<file path="src/rtl/fp_special_case_pipe.sv">
// Two-stage classifier/resolver for IEEE-style add/sub/mul special cases.
// Optional macro FPSC_DAZ_EN treats subnormal operands as signed zeros.
module fp_special_case_pipe #(
    parameter int EXP_W = 8,
    parameter int MAN_W = 23
) (
    input  logic                       clk,
    input  logic                       rst_n,
    input  logic                       in_valid,
    output logic                       in_ready,
    input  logic [EXP_W+MAN_W:0]       a,
    input  logic [EXP_W+MAN_W:0]       b,
    input  logic [1:0]                 op,
    output logic                       out_valid,
    input  logic                       out_ready,
    output logic [EXP_W+MAN_W:0]       result,
    output logic                       is_special,
    output logic                       invalid,
    output logic                       flag_invalid,
    input  logic                       clr_flags
);

    localparam int W = 1 + EXP_W + MAN_W;

    localparam logic [W-1:0] QNAN =
        {1'b0, {EXP_W{1'b1}}, 1'b1, {(MAN_W-1){1'b0}}};

    typedef struct packed {
        logic         sgn;
        logic         zero;
        logic         inf;
        logic         nan;
        logic         snan;
        logic [W-1:0] val;
    } cls_t;

    // flip applies the subtraction sign inversion to b
    function automatic cls_t classify(input logic [W-1:0] x,
                                      input logic flip);
        cls_t             c;
        logic             s;
        logic [EXP_W-1:0] e;
        logic [MAN_W-1:0] m;
        s      = x[W-1] ^ flip;
        e      = x[W-2 -: EXP_W];
        m      = x[MAN_W-1:0];
        c.sgn  = s;
        c.nan  = (&e) && (|m);
        c.inf  = (&e) && !(|m);
        c.snan = (&e) && (|m) && !m[MAN_W-1];
`ifdef FPSC_DAZ_EN
        c.zero = !(|e);
        c.val  = c.zero ? {s, {(W-1){1'b0}}} : {s, e, m};
`else
        c.zero = !(|e) && !(|m);
        c.val  = {s, e, m};
`endif
        return c;
    endfunction

    logic         s1_valid_q;
    logic         s1_mul_q;
    cls_t         ca_q;
    cls_t         cb_q;
    logic         out_valid_q;
    logic [W-1:0] result_q;
    logic         is_special_q;
    logic         invalid_q;
    logic         flag_q;

    logic         stall;
    logic         advance;
    logic [W-1:0] result_d;
    logic         is_special_d;
    logic         invalid_d;
    logic         psign;
    logic         flag_d;

    assign stall    = out_valid_q && !out_ready;
    assign advance  = !stall;
    assign in_ready = !stall;
    assign psign    = ca_q.sgn ^ cb_q.sgn;

    always_comb begin
        result_d     = '0;
        is_special_d = 1'b0;
        invalid_d    = 1'b0;
        if (s1_valid_q) begin
            if (ca_q.nan || cb_q.nan) begin
                result_d     = QNAN;
                is_special_d = 1'b1;
                invalid_d    = ca_q.snan || cb_q.snan;
            end else if (s1_mul_q) begin
                if ((ca_q.inf && cb_q.zero) || (cb_q.inf && ca_q.zero)) begin
                    result_d     = QNAN;
                    is_special_d = 1'b1;
                    invalid_d    = 1'b1;
                end else if (ca_q.inf || cb_q.inf) begin
                    result_d     = {psign, {EXP_W{1'b1}}, {MAN_W{1'b0}}};
                    is_special_d = 1'b1;
                end else if (ca_q.zero || cb_q.zero) begin
                    result_d     = {psign, {(W-1){1'b0}}};
                    is_special_d = 1'b1;
                end
            end else begin
                if (ca_q.inf && cb_q.inf && (ca_q.sgn != cb_q.sgn)) begin
                    result_d     = QNAN;
                    is_special_d = 1'b1;
                    invalid_d    = 1'b1;
                end else if (ca_q.inf) begin
                    result_d     = ca_q.val;
                    is_special_d = 1'b1;
                end else if (cb_q.inf) begin
                    result_d     = cb_q.val;
                    is_special_d = 1'b1;
                end else if (ca_q.zero && cb_q.zero) begin
                    result_d     = {ca_q.sgn & cb_q.sgn, {(W-1){1'b0}}};
                    is_special_d = 1'b1;
                end else if (ca_q.zero) begin
                    result_d     = cb_q.val;
                    is_special_d = 1'b1;
                end else if (cb_q.zero) begin
                    result_d     = ca_q.val;
                    is_special_d = 1'b1;
                end
            end
        end
    end

    always_ff @(posedge clk) begin
        if (!rst_n) begin
            s1_valid_q   <= 1'b0;
            s1_mul_q     <= 1'b0;
            ca_q         <= '0;
            cb_q         <= '0;
            out_valid_q  <= 1'b0;
            result_q     <= '0;
            is_special_q <= 1'b0;
            invalid_q    <= 1'b0;
        end else if (advance) begin
            s1_valid_q   <= in_valid;
            s1_mul_q     <= (op == 2'b10);
            ca_q         <= classify(a, 1'b0);
            cb_q         <= classify(b, op == 2'b01);
            out_valid_q  <= s1_valid_q;
            result_q     <= result_d;
            is_special_q <= is_special_d;
            invalid_q    <= invalid_d;
        end
    end

    // a new invalid transfer wins over a same-cycle clear
    always_comb begin
        flag_d = flag_q;
        if (clr_flags)
            flag_d = 1'b0;
        if (out_valid_q && out_ready && invalid_q)
            flag_d = 1'b1;
    end

    always_ff @(posedge clk) begin
        if (!rst_n)
            flag_q <= 1'b0;
        else
            flag_q <= flag_d;
    end

    assign out_valid    = out_valid_q;
    assign result       = result_q;
    assign is_special   = is_special_q;
    assign invalid      = invalid_q;
    assign flag_invalid = flag_q;

endmodule
</file>
<file path="config.mk">
export PLATFORM = sky130hd
export DESIGN_NAME = fp_special_case_pipe
export DESIGN_NICKNAME = d
export VERILOG_FILES = /design/src/rtl/fp_special_case_pipe.sv
export SDC_FILE = /design/constraint.sdc
export NUM_CORES = 1
export LEC_CHECK = 0
export ABC_AREA = 0
export CAP_MARGIN = 10
export CORE_ASPECT_RATIO = 1.2
export CORE_MARGIN = 5
export CORE_UTILIZATION = 40
export DETAILED_ROUTE_END_ITERATION = 8
export DONT_BUFFER_PORTS = 1
export PLACE_DENSITY = 0.66
export SYNTH_ARGS = -nofsm -noshare
export SYNTH_HDL_FRONTEND = slang
export SYNTH_SLANG_ARGS = --single-unit
</file>
<file path="constraint.sdc">
create_clock -name clk -period 2.4 [get_ports clk]
set_input_delay 0.36 -clock clk [delete_from_list [all_inputs] [get_ports clk]]
set_output_delay 0.36 -clock clk [all_outputs]
set_load 0.005 [all_outputs]
</file>
==> impl_metrics.ini, run 1 <==
[yosys]
syn_nets = 632
synthCells = 560
synthFlopType = dfxtp_1
async_flop_share_pct = 0
synth_top_area_share_pct = 47.5
synth_area_leader_cell = dfxtp_1
yosysMostFrequentCell = nand2_1
synth-edff-count = 0
synth_commonest_cells = 168 x nand2_1, 110 x dfxtp_1, 67 x a21boi_0
netlist_area_mm2 = 0.00464
ys_warn_count = 0
synthTopCellsByArea = dfxtp_1 47%, nand2_1 14%, a21boi_0 11%
ys_seq_area_share_pct = 47.5
synth.distinct_cells = 50
ys_ff_latch = 110
syn_avg_cell_area_um2 = 8.28

[clocking]
cts.sinks = 110
cts_setup_buffers = 0
cts_hold_buf = 0
cts_tree = built
cts_root_buf = clkbuf_16
clock_latency_ns = 0.35
h-tree-depth = 3
ctsResizeCount = 0
cts_buffers = 9
path_clk_slew_ns = 0.07
clock_path_buffers = 2

[route]
routed_wl_um = 12400
vias = 3885
wire_per_inst_um = 17.8
postRouteAntennaNets = 0
drc_errors = 0
drtPass1Iterations = 5
drt-vias-per-instance = 5.54
drtIter0Drc = 230

[pwr]
power_density_mw_per_mm2 = 733
vdd_drop_max_mv = 0.321
leakage_uw = 0.00178

[timing]
worst_slew_pin_slew_ns = 0.627
clock_skew_ns = 0.00827
fin_setup_tns_ns = 0
period_share_pct = 75.0
max_freq_mhz = 556
grt_setup_unrepaired = false
finalSetupViolations = 0
hold_viol = 0
period_minus_slack_ns = 1.80
hold_ws_ns = 0.103
final_max_slew_viol_count = 0
max_slew_margin_pct = 57.8

[place]
routabilityCongestion = 0.850
io_buffers = 0
dp_hpwl_um = 8800

[setup_path]
required_ns = 2.68
crit_type = reg2reg
cp.arrival_ns = 2.08
crit_path_start_kind = flop
cp-end-kind = flop
critPathMaxFanout = 19
cp_slowest_cell = o21a_1
startpoint = ca_q[35]
critPathMaxStageDelay_ns = 0.53
crit_chain = nor2b_1 -> o21a_1 -> buf_12 -> a32oi_1 -> a21oi_1
r2r_start = ca_q[35]

[floorplan]
fp-row-count = 43
die_area_mm2 = 0.0139
die_h_um = 128
core_area_mm2 = 0.0115
die_x_um = 108
start_util_pct = 40.5
ios = 108

[final_layout]
n_fill_cell = 1156
multi_input_area_mm2 = 0.00223
diodes = 0
seqCellArea_mm2 = 0.00220
final_nets = 611
layout-drive-gt1-share_pct = 5.70
area_growth_pct = 9.12

[min_path]
hp-start = a[22]
hp-class = in2reg

[global_routing]
grt_first_pass_wirelength_um = 19900
grt_overflow = 0
grt_max_degree = 88
antenna_found_initial = 0
groute.usage.overall_pct = 18.4
grt_pass1_vias = 3810

[status]
run_status = finished, final reports clean

[flow_run]
max_cap_viol_count = 0
## metal layers
layer | global-route usage (%) | vias up | wire, µm
met1 | 22.6 | 1819 | 5160
met4 | 6.46 | 0 | 221
met5 | 0 | - | 0
li1 | - | 1902 | -
met2 | 30.7 | 146 | 6030
met3 | 5.34 | 18 | 1040
## per-stage QoR
stage | setup slack [ns] | total power (µW) | util (%) | instances | area, µm²
final | 0.601 | 3710 | 44.2 | 701 | 5060
after floorplan | 0.868 | 2110 | - | 560 | 4640
after global placement | 0.344 | 2130 | 41.3 | 685 | 4740
after detailed placement | 0.372 | 2140 | 41.3 | 685 | 4740
after CTS | 0.604 | 3750 | 44.2 | 701 | 5060
after global routing | 0.468 | 3850 | 44.2 | 701 | 5060
## area by class of cell
class	instances	area share [%]
Clock inverter	5	1.61
Tap cell	157	3.88
Sequential cell	110	43.5
Timing Repair Buffer	9	1.83
Clock buffer	11	4.80
Inverter	5	0.396
Multi-Input combinational cell	404	44.0
## kinds of logic after synthesis
| family | share of synthesized area (%) |
|---|---|
| AO/OA/AOI/OAI | 25.1 |
| XOR/XNOR | 0.189 |
| adder cells (fa/ha/maj) | 0.270 |
| buffers and inverters | 4.69 |
| flip-flops | 47.5 |
| AND/OR/NAND/NOR | 22.3 |
## sequential cells by signal, summed over array words and instances, names as in the netlist
register / count
invalid: 1
flag_invalid: 1
result: 32
ca_q: 36
s1_valid_q: 1
cb_q: 36
is_special: 1
out_valid: 1
s1_mul_q: 1
## critical path, delay by kind of cell (launching register included)
family	cells	cell delay (ns)
buffers and inverters	1	0.24
and+or+nand+nor	1	0.19
DFF	1	0.47
AOI/OAI and AO/OA	3	0.82
## placed cells by master (no fill, tap or decap), types with 3 or more instances in the layout
cell and instances:
nand2_1 168, clkbuf_16 9, inv_1 3, a21boi_0 67
nor2b_1 3, nor2_1 14, a32oi_1 8, o21ai_1 4
dfxtp_1 110, nand3_1 4, nor4_1 14, nand2b_1 3
o21a_1 4, o21ai_0 31, a21oi_1 11, nand4_1 8
a22oi_1 23, and2_1 10, nor3_1 3, buf_4 7
## power breakdown
group          internal, µW  total [µW]  switching, µW
logic                  71.1         162           91.1
registers              1890        1930           39.5
clock network           946        1610            667
## final timing paths
kind / end / slack (ns) / cells after the start
max: result[30] / 0.60 / 5
min reg2reg: cb_q[23] / 0.46 / 2
min: ca_q[32] / 0.10 / 1
max reg2reg: result[30] / 0.60 / 5
Power figures use the tool's default switching activity.
==> run 2: changes to the inputs <==
==> constraint.sdc (replaced) <==
create_clock -name clk -period 1.9 [get_ports clk]
set_input_delay 0.285 -clock clk [delete_from_list [all_inputs] [get_ports clk]]
set_output_delay 0.285 -clock clk [all_outputs]
set_load 0.005 [all_outputs]
==> run 2 against run 1 <==
  * Final cell count grew 0.71%
  * Flip-flop and latch count is the same
  * Fmax grew 5.5%
  * Die area is the same
  * First-iteration DRC count grew 5.7%
  * Via count grew 0.36%
  * Clock power grew 20%
  * Routed wire length shrank 1.7%
  * Clock skew grew 0.00095 ns
  * Global-route usage shrank 0.31 points
  * Register-to-register slack lost 0.41 ns
  * Largest cell class unchanged
==> impl_metrics.ini, run 2 (synthesis results as in run 1) <==
[status]
run_status = finished, final reports clean

[place]
place_area_mm2 = 0.00479
placed_cells = 690
dp_hpwl_um = 8700
io_buffers = 0
routabilityCongestion = 0.892

[pwr]
power.switching_uw = 1030
internal_power_uw = 3560
clockPowerShare_pct = 42.2
pwr-share-seq_pct = 53.3
power_density_mw_per_mm2 = 900
comb_power_share_pct = 4.5
switching_share_pct = 22.5
leakage_uw = 0.00181
vdd_drop_max_mv = 0.486

[clocking]
clock_path_buffers = 2
path_clk_slew_ns = 0.07
h-tree-depth = 3
cts_root_buf = clkbuf_16
clock_latency_ns = 0.35
ctsResizeCount = 0
cts_tree = built
cts_hold_buf = 0
cts_setup_buffers = 0
cts_buffers = 9
cts.sinks = 110

[final_layout]
layout_common_cells = 168 x nand2_1, 110 x dfxtp_1, 67 x a21boi_0
diodes = 0
area_growth_pct = 9.85
final_util_pct = 44.5
finish.instance_area_mm2 = 0.00509
layout-drive-gt1-share_pct = 6.74
mostFrequentLayoutCell = nand2_1
stdcell_count = 706
final_nets = 616

[floorplan]
ios = 108
fp-row-count = 43
start_util_pct = 40.5
die_h_um = 128
die_area_mm2 = 0.0139
die_x_um = 108
core_area_mm2 = 0.0115

[flow_run]
max_cap_viol_count = 0

[setup_path]
crit_path_start_kind = flop
cp-end-kind = flop
required_ns = 2.17
crit_type = reg2reg
critPathMaxFanout = 22
cp.arrival_ns = 1.98

[route]
drc_errors = 0
postRouteAntennaNets = 0
wire_per_inst_um = 17.3
vias = 3899
routed_wl_um = 12200
drt-vias-per-instance = 5.52
drtIter0Drc = 243
drtPass1Iterations = 5

[global_routing]
groute.usage.overall_pct = 18.1
grt_first_pass_wirelength_um = 19700
grt_max_degree = 88
grt_pass1_vias = 3998
grt_overflow = 0
antenna_found_initial = 0

[timing]
finalSetupViolations = 0
worst_slew_pin_slew_ns = 0.440
period_share_pct = 89.8
period_minus_slack_ns = 1.71
clock_skew_ns = 0.00922
hold_ws_ns = 0.0212
max_freq_mhz = 586
max_slew_margin_pct = 70.2
fin_setup_tns_ns = 0
final_max_slew_viol_count = 0
grt_setup_unrepaired = false
hold_viol = 0

[min_path]
hp-class = in2reg
==> run 2: cell types whose count changed in the layout (fill, tap and decap cells not counted) <==
cell | before | now
clkinv_4 | 0 | 2
buf_12 | 2 | 3
bufinv_16 | 2 | 1
inv_8 | 0 | 1
clkinvlp_4 | 1 | 0
inv_6 | 1 | 0
clkinv_2 | 2 | 3
clkbuf_1 | 1 | 0
buf_4 | 7 | 11
==> run 2: area by class of cell <==
type / instances / area [µm²]
Inverter: 5 / 20.0
Tap cell: 157 / 196
Fill cell: 1156 / 6360
Clock inverter: 6 / 68.8
Multi-Input combinational cell: 404 / 2230
Timing Repair Buffer: 14 / 143
Clock buffer: 10 / 239
Sequential cell: 110 / 2200
==> run 2: routing by layer <==
metal	global-route usage [%]	part of all wire [%]	routed length (µm)
met5	0	0	0
met4	7.36	2.7	335
met3	4.84	8.0	979
met2	31.1	49	6050
met1	21.3	40	4870
==> run 2: path summary, 6_finish.rpt <==
check | from | endpoint | slack [ns] | cells past startpoint
worst max-delay path | ca_q[36] | result[3] | 0.19 | 5
worst max register to register | ca_q[36] | result[3] | 0.19 | 5
worst min-delay path | a[22] | ca_q[32] | 0.02 | 1
worst min register to register | ca_q[28] | ca_q[28] | 0.46 | 2
==> run 2: stage by stage <==
stage / worst slack (ns) / power, µW
floorplan: 0.368 / 2660
global placement: 0.244 / 2700
detailed placement: 0.203 / 2710
CTS: 0.201 / 4630
global route: 0.0412 / 4770
finish: 0.194 / 4590
==> run 2: power groups by stage <==
| stage | Sequential (µW) | Clock, µW | Combinational [µW] |
|---|---|---|---|
| final | 2440 | 1940 | 208 |
| after global placement | 2490 | 0 | 203 |
| after global routing | 2450 | 2080 | 238 |
| after detailed placement | 2500 | 0 | 210 |
| after CTS | 2440 | 1980 | 211 |
| after floorplan | 2480 | 0 | 183 |
==> run 2: critical path, stage by stage (launching register included) <==
cell	delay [ns]
dfxtp_1	0.34
ha_1	0.37
a311oi_1	0.36
nand4_1	0.13
buf_4	0.24
o21ai_0	0.20
